File: config.mk
export PLATFORM = sky130hd
export DESIGN_NAME = mul8_seq
export DESIGN_NICKNAME = d
export VERILOG_FILES = /design/src/rtl/mul8_seq.sv
export SDC_FILE = /design/constraint.sdc
export NUM_CORES = 1
export LEC_CHECK = 0
export BUFFER_PORTS_ARGS = -buffer_cell sky130_fd_sc_hd__buf_4
export CORE_MARGIN = 2
export CORE_UTILIZATION = 46
export DETAILED_ROUTE_END_ITERATION = 7
export HOLD_SLACK_MARGIN = 0.06
export PLACE_DENSITY = 0.74
export REMOVE_ABC_BUFFERS = 1
export SETUP_SLACK_MARGIN = 0.3
export SYNTH_ARGS = -nofsm -noshare
export SYNTH_HDL_FRONTEND = slang
export SYNTH_SLANG_ARGS = --single-unit
export TNS_END_PERCENT = 1
File: constraint.sdc
create_clock -name clk -period 1.5 [get_ports clk]
set_input_delay 0.15 -clock clk [delete_from_list [all_inputs] [get_ports clk]]
set_output_delay 0.15 -clock clk [all_outputs]
set_load 0.02 [all_outputs]
File: src/rtl/mul8_seq.sv
// Sequential unsigned shift-and-add multiplier driving an external N-bit ripple adder.
// Optional MUL8_ZERO_SKIP_EN: a zero operand on start bypasses RUN and finishes in one cycle.
module mul8_seq #(
    parameter int N = 8
) (
    input  logic           clk,
    input  logic           rst_n,
    input  logic           start,
    input  logic [N-1:0]   a,
    input  logic [N-1:0]   b,
    output logic           ready,
    output logic           done,
    output logic [2*N-1:0] product,
    output logic [N-1:0]   add_x,
    output logic [N-1:0]   add_y,
    input  logic [N-1:0]   add_s,
    input  logic           add_c
);

    localparam int CW = (N > 1) ? $clog2(N) : 1;

    typedef enum logic [1:0] {
        S_IDLE,
        S_RUN,
        S_DONE
    } state_t;

    state_t         r_state;
    state_t         w_state_nxt;
    logic [N-1:0]   r_m;
    logic [N-1:0]   r_p_hi;
    logic [N-1:0]   r_p_lo;
    logic [CW-1:0]  r_cnt;
    logic           w_accept;
    logic           w_last;
    logic           w_skip;

    assign w_last = (r_cnt == CW'(N - 1));

`ifdef MUL8_ZERO_SKIP_EN
    assign w_skip = (a == '0) || (b == '0);
`else
    assign w_skip = 1'b0;
`endif

    always_ff @(posedge clk or negedge rst_n) begin
        if (!rst_n) r_state <= S_IDLE;
        else        r_state <= w_state_nxt;
    end

    // Adder operands come only from registered state so the adder stays quiet outside RUN.
    always_comb begin
        w_state_nxt = r_state;
        w_accept    = 1'b0;
        ready       = 1'b0;
        done        = 1'b0;
        add_x       = '0;
        add_y       = '0;
        case (r_state)
            S_IDLE: begin
                ready = 1'b1;
                if (start) begin
                    w_accept    = 1'b1;
                    w_state_nxt = w_skip ? S_DONE : S_RUN;
                end
            end
            S_RUN: begin
                add_x = r_p_hi;
                add_y = r_p_lo[0] ? r_m : '0;
                if (w_last) w_state_nxt = S_DONE;
            end
            S_DONE: begin
                ready = 1'b1;
                done  = 1'b1;
                if (start) begin
                    w_accept    = 1'b1;
                    w_state_nxt = w_skip ? S_DONE : S_RUN;
                end else begin
                    w_state_nxt = S_IDLE;
                end
            end
            default: w_state_nxt = S_IDLE;
        endcase
    end

    // Carry-out becomes the new MSB; the sum LSB shifts down into the multiplier half.
    always_ff @(posedge clk or negedge rst_n) begin
        if (!rst_n) begin
            r_m     <= '0;
            r_p_hi  <= '0;
            r_p_lo  <= '0;
            r_cnt   <= '0;
            product <= '0;
        end else if (w_accept) begin
            r_m    <= a;
            r_p_lo <= b;
            r_p_hi <= '0;
            r_cnt  <= '0;
            if (w_skip) product <= '0;
        end else if (r_state == S_RUN) begin
            r_p_hi <= {add_c, add_s[N-1:1]};
            r_p_lo <= {add_s[0], r_p_lo[N-1:1]};
            r_cnt  <= r_cnt + 1'b1;
            if (w_last) product <= {add_c, add_s, r_p_lo[N-1:1]};
        end
    end

endmodule
==> results by group, run 1 <==
Synth
  • Netlist Area Pre-Place: 2130 um2
  • Share of the synthesized area in the top cell type: 0.5288
  • Synth area leader: sky130_fd_sc_hd__dfrtp_1
  • Synth Instances: 153
  • Unique cell type count in the Yosys netlist: 21
  • Syn_area_per_cell: 13.92 um2
  • Sequential area share after synthesis: 0.5288
  • Ranking of synthesized cells by area: sky130_fd_sc_hd__dfrtp_1 (53%), sky130_fd_sc_hd__mux2i_1 (16%), sky130_fd_sc_hd__mux2_2 (7.9%)
  • Register bit count reported by yosys: 45
  • Count of warnings emitted by yosys: 0

Timing
  • Remaining max-slew budget at the tightest pin: 0.6215
  • Setup slack after layout: -0.06650 ns
  • Unrepaired setup endpoints after global routing: true
  • Final hold vios: 0
  • Period Utilization, post-route: 1.044
  • Worst hold-check slack: 0.08456 ns
  • Highest clock frequency the design can meet: 0.6384 GHz
  • Final-report setup violation count: 16
  • Pins Over Slew Limit: 0
  • Worst-case clock skew: 0.005767 ns
  • Worst Max-Slew Pin Slew: 0.5678 ns
  • Time the worst path needs with I/O delays and setup: 1.567 ns

Clock tree
  • Clock latency on the worst-skew pair: 0.29 ns
  • Library cell used as clock root buffer: sky130_fd_sc_hd__clkbuf_8
  • TritonCTS Buffers: 5
  • CTS sink cnt: 45
  • Clock-pin slew on the worst setup and hold paths: 0.08 ns
  • H-tree lvl count: 2
  • CTS tree: built
  • Clock buffer depth: 2

Floorplanning
  • # rows: 24
  • Die outline area: 5190 um2
  • Count of pins on the block boundary: 62
  • Starting density of the core: 0.4824
  • Die X-Extent: 72.04 um
  • Floorplan core area: 4414 um2
  • Die height: 72.04 um

Run
  • Number of max-cap violations: 0

Drt
  • Aggregate routed wire length: 4.793 mm
  • Antenna violation net count after detailed routing: 0
  • Final routed wire length divided by cell count: 17.30 um
  • Via count: 1504
  • DRC marker count from the first detailed-route iteration: 56
  • Total DRC errors in the routed layout: 0
  • Vias per inst: 5.430
  • Detailed Routing Iterations Pass 1: 4

Final layout
  • Number of diodes: 0
  • Non-filler instance count after layout: 277
  • Synthesis-to-layout area growth: 39.07%
  • Fill cell total of the finished layout: 329
  • Share of cells above drive strength 1: 0.5022
  • Number of nets in the layout: 254
  • Layout Utilization: 0.6709
  • Design Area, Final: 2962 um2

Worst hold path
  • Tightest Hold Check Type: input pin to flop

Global routing
  • Pin count of the biggest net entering global routing: 46
  • Antenna violations before repair: 0
  • Total global-route track usage: 0.2021
  • Via count of the first global-routing pass: 1621
  • Wire length of the first global-routing pass: 8.128 mm
  • Overflow left after global routing: 0

Placement
  • Number of input and output port buffers inserted: 61
  • Area of placed instances: 2669 um2
  • Routability cong.: 0.6983
  • Worst slack at placement: -0.1257 ns
  • Post-DP HPWL: 3.247 mm
  • Number of cells after detailed placement: 265

Critical path
  • Maximum fanout along the worst path: 9
  • Data required time of the critical path: 1.35 ns
  • Startpoint Class: flop
  • Nature of the critical path endpoint: primary output
  • Startpoint-to-endpoint class of the critical path: flop to primary output
  • Arrival time at the worst endpoint: 1.42 ns

Power and ir drop
  • Power per cell area: 2114 nW/um2
  • Static leakage: 1.471 nW
  • Largest vdd supply drop: 0.0009841 V

Run status
  • Violations in the final reports: negative setup slack
  • Run status: finished with violations
-- cell families after synthesis --
family,synth area share
multiplexers,0.3026
AO/OA/AOI/OAI,0.04642
AND/OR/NAND/NOR,0.07462
adder cells (fa/ha/maj),0.01175
flip-flops,0.5288
buffers and inverters,0.03173
XOR/XNOR,0.004114
-- worst paths after layout --
kind | depth (start not counted) | slack, ns | endpoint | startpoint
min reg2reg | 1 | 0.51 | r_p_hi[5] | r_p_hi[5]
max reg2reg | 5 | 0.04 | product[7] | r_cnt[1]
min | 2 | 0.08 | r_m[7] | a[7]
max | 4 | -0.07 | add_y[0] | r_state[0]
min in group asynchronous | 2 | 0.39 | r_p_hi[2] | rst_n
max in group asynchronous | 2 | 0.72 | product[6] | rst_n
-- flip-flops by register name, summed over array words and instances, names as in the netlist --
signal,count
r_p_lo,8
r_cnt,3
r_state,2
r_p_hi,8
product,16
r_m,8
-- per-stage QoR --
stage	total power, W	setup TNS, ns
after detailed placement	0.005100	-1.447
after global routing	0.006629	-1.773
after CTS	0.006179	-0.6356
after global placement	0.004963	-0.2616
final	0.006262	-0.8747
after floorplan	0.003851	-7.349
-- cell usage after synthesis (all sizes together) --
master    n
buf       9
a21o      1
dfrtp    45
nand3b    1
and3      8
and2      8
mux2     24
mux2i    34
nor2      1
and2b     1
o2bb2ai   8
ha        2
xnor2     1
nor2b     2
inv       3
o22ai     2
nand2b    2
a22o      1
-- power breakdown --
part	internal, W	switching, W	leakage (nW)
Sequential	0.00179	0.000449	0.538
Clock	0.000323	0.000398	0.0450
Combinational	0.00183	0.00147	0.888
Total	0.00394	0.00232	1.47
-- worst max-delay path: stages (launching register included) --
cell	delay, ns
sky130_fd_sc_hd__dfrtp_1	0.42
sky130_fd_sc_hd__and2b_2	0.25
sky130_fd_sc_hd__buf_6	0.14
sky130_fd_sc_hd__and3_1	0.19
sky130_fd_sc_hd__buf_6	0.13
-- final cells by class --
class,count,area [um2],area share
timing repair buffer,73,644.4,0.2176
inverter,3,15.01,0.005070
clock buffer,6,72.57,0.02450
tap,52,65.06,0.02197
clock inverter,2,10.01,0.003380
sequential,45,1126,0.3802
multi-input combinational,96,1028,0.3473
-- routing by layer --
metal  wire length (um)  GRT usage
met5                  0          0
met4                 25    0.05031
met3                237    0.04583
met2               2490     0.3477
met1               2040     0.2600
-- cell usage in the layout (no fill, tap or decap) --
cell                            Yosys  layout
sky130_fd_sc_hd__nor2_2             1       1
sky130_fd_sc_hd__buf_8              0       1
sky130_fd_sc_hd__dlygate4sd3_1      0       1
sky130_fd_sc_hd__nand3b_4           1       1
sky130_fd_sc_hd__mux2i_1           34      34
sky130_fd_sc_hd__buf_4              2      55
sky130_fd_sc_hd__and3_4             0       2
sky130_fd_sc_hd__a22o_1             1       1
sky130_fd_sc_hd__clkbuf_8           0       5
sky130_fd_sc_hd__dfrtp_1           45      45
sky130_fd_sc_hd__and3_1             8       6
sky130_fd_sc_hd__and2_4             0       1
sky130_fd_sc_hd__clkinv_2           0       2
sky130_fd_sc_hd__buf_6              1      13
sky130_fd_sc_hd__ha_2               0       1
sky130_fd_sc_hd__mux2_4             9      24
sky130_fd_sc_hd__nand2b_1           2       2
sky130_fd_sc_hd__and2b_2            0       1
sky130_fd_sc_hd__and2_1             8       7
sky130_fd_sc_hd__clkbuf_1           0       1
sky130_fd_sc_hd__ha_4               0       1
sky130_fd_sc_hd__a21o_1             1       1
sky130_fd_sc_hd__nor2b_1            2       1
sky130_fd_sc_hd__o22ai_1            2       2
sky130_fd_sc_hd__clkinvlp_4         0       1
sky130_fd_sc_hd__buf_12             0       3
sky130_fd_sc_hd__xnor2_1            1       1
sky130_fd_sc_hd__nor2b_4            0       1
sky130_fd_sc_hd__o2bb2ai_1          8       8
sky130_fd_sc_hd__inv_1              3       2
-- timing repair --
action,CTS,global route
pin swaps,3,1
resized for setup,31,9
setup buffers,3,0
setup endpoints to repair,44,52
endpoints found under the hold margin,45,0
hold buffers,1,0
(Power assumes the default switching activity.)
==> inputs of run 2 (changes only) <==
--- a/config.mk
+++ b/config.mk
@@ -6,7 +6,6 @@
 export NUM_CORES = 1
 export LEC_CHECK = 0
 export BUFFER_PORTS_ARGS = -buffer_cell sky130_fd_sc_hd__buf_4
-export CORE_MARGIN = 2
 export CORE_UTILIZATION = 46
 export DETAILED_ROUTE_END_ITERATION = 7
 export HOLD_SLACK_MARGIN = 0.06
==> run 2 against run 1 <==
Compared with the run above:
- the flow still finishes with violations (negative setup slack)
- global-route usage increased by 1.6 points
- critical path depth unchanged
- flip-flop and latch count unchanged
- sequential power about the same
- worst setup slack got worse by 0.0016 ns
- clock power increased by 2.8%
- cell count increased by 1.1%
- sequential share of layout area decreased by 0.49 points
- combinational power increased by 3%
- highest routed layer unchanged
==> results by group, run 2 (synthesis gave the netlist of run 1 again) <==
Run status
  • Run status: finished with violations
  • Violations in the final reports: negative setup slack

Critical path
  • Startpoint-to-endpoint class of the critical path: flop to primary output
  • Critical Path Max Stage Delay: 0.42 ns
  • Critical R2R Launch: r_cnt[0]
  • Master of the slowest instance on the critical path: sky130_fd_sc_hd__dfrtp_1
  • Category of cells accounting for the largest share of critical-path delay: flip-flops
  • Origin of the worst setup path: r_state[0]
  • Startpoint Class: flop
  • Cells on worst reg2reg path: 5
  • Maximum fanout along the worst path: 5
  • Arrival time at the worst endpoint: 1.42 ns
  • Number of gates on the worst path with buffers counted: 4
  • Data required time of the critical path: 1.35 ns
  • Nature of the critical path endpoint: primary output
  • Sequence of cells on the critical path: and2b_2, buf_4, and2_1, buf_4
  • Most common cell on crit path: sky130_fd_sc_hd__buf_4
  • Buffers plus inverters on the worst setup path: 2

Placement
  • Number of input and output port buffers inserted: 61
  • Routability cong.: 0.7060
  • Post-DP HPWL: 3.266 mm
  • Number of cells after detailed placement: 266

Final layout
  • Top reg by flops: product
  • Fill cell total of the finished layout: 324
  • Number of diodes: 0
  • Commonest cells after routing, fill and taps aside: sky130_fd_sc_hd__buf_4 (57), sky130_fd_sc_hd__dfrtp_1 (45), sky130_fd_sc_hd__mux2i_1 (34), sky130_fd_sc_hd__mux2_4 (23), sky130_fd_sc_hd__buf_6 (16)
  • Non-filler instance count after layout: 280
  • Largest register FFs: 16
  • Share of cells above drive strength 1: 0.5219
  • Area of the multi-input gates: 1040 um2
  • Number of nets in the layout: 258
  • Commonest non-fill, non-tap cell in the layout: sky130_fd_sc_hd__buf_4
  • Synthesis-to-layout area growth: 40.89%
  • Layout Utilization: 0.6797
  • Reg area: 1126 um2

Clock tree
  • TritonCTS Buffers: 5
  • Library cell used as clock root buffer: sky130_fd_sc_hd__clkbuf_8
  • Clock latency on the worst-skew pair: 0.29 ns
  • H-tree lvl count: 2
  • CTS sink cnt: 45
  • CTS tree: built
  • Clock buffer depth: 2
  • Clock-pin slew on the worst setup and hold paths: 0.08 ns

Run
  • Number of max-cap violations: 0

Global routing
  • Antenna violations before repair: 0
  • Via count of the first global-routing pass: 1671
  • Overflow left after global routing: 0
  • Pin count of the biggest net entering global routing: 46
  • Wire length of the first global-routing pass: 8.355 mm
  • Total global-route track usage: 0.2186

Floorplanning
  • Starting density of the core: 0.4824
  • Count of pins on the block boundary: 62
  • Floorplan core area: 4414 um2
  • Die outline area: 4906 um2
  • Die X-Extent: 70.04 um
  • Die height: 70.04 um
  • # rows: 24

Drt
  • Antenna violation net count after detailed routing: 0
  • Total DRC errors in the routed layout: 0
  • Aggregate routed wire length: 5.009 mm
  • Detailed Routing Iterations Pass 1: 4
  • Vias per inst: 5.489
  • DRC marker count from the first detailed-route iteration: 91
  • Via count: 1537
  • Final routed wire length divided by cell count: 17.89 um

Worst hold path
  • Cell depth of the worst hold path: 2
  • HP Start: a[5]
  • Tightest Hold Check Type: input pin to flop

Timing
  • Period Utilization, post-route: 1.045
  • Time the worst path needs with I/O delays and setup: 1.568 ns
  • Worst-case clock skew: 0.007927 ns
  • Highest clock frequency the design can meet: 0.6377 GHz
  • Remaining max-slew budget at the tightest pin: 0.6266
  • Final-report setup violation count: 15
  • Final hold vios: 0
  • Worst hold-check slack: 0.09143 ns
  • Setup slack after layout: -0.06813 ns
  • Unrepaired setup endpoints after global routing: true
  • Pins Over Slew Limit: 0
  • Summed negative setup slack over all endpoints: -0.7463 ns
  • Worst Max-Slew Pin Slew: 0.5602 ns

Power and ir drop
  • Power per cell area: 2137 nW/um2
  • Largest vdd supply drop: 0.0009179 V
  • Static leakage: 1.485 nW
  • Total power: 0.006412 W
-- run 2: where the power goes --
part | internal [W] | switching, W | total (W)
clock | 0.000366 | 0.000376 | 0.000742
combinational | 0.00189 | 0.00152 | 0.00341
sequential | 0.00179 | 0.000470 | 0.00226
-- run 2: stage by stage --
stage | cell area [um2] | setup WS [ns]
2_1_floorplan | 2073 | -0.2777
3_3_place_gp | 2664 | -0.05487
3_5_place_dp | 2664 | -0.09486
4_1_cts | 2979 | -0.04056
5_1_grt | 3000 | -0.1073
6_report | 3000 | -0.06813
-- run 2: cell type report --
class	instances	share of cell area
Clock buffer	7	0.02877
Inverter	3	0.005004
Multi-Input combinational cell	96	0.3465
Sequential cell	45	0.3753
Tap cell	52	0.02168
Timing Repair Buffer	77	0.2227
-- run 2: path summary, 6_finish.rpt --
check / endpoint / slack [ns]
max: add_x[0] / -0.07
min: r_m[5] / 0.09
max reg2reg: product[3] / 0.04
min reg2reg: r_m[5] / 0.50
max in group asynchronous: r_m[6] / 0.72
min in group asynchronous: product[13] / 0.39
-- run 2: routing by layer --
metal  part of all wire  global-route usage  routed length [um]
met5                  0                   0                   0
met4              0.011             0.05333                  53
met3              0.044             0.04185                 220
met2               0.53              0.3921                2661
met1               0.41              0.2699                2073
-- run 2: what timing repair did --
action	4_1_cts	5_1_grt
setup buffers	4	1
cloned	1	0
hold buffers	1	0
setup endpoints to repair	53	61
gates resized for setup	45	4
pin swaps	4	4
endpoints found under the hold margin	45	0
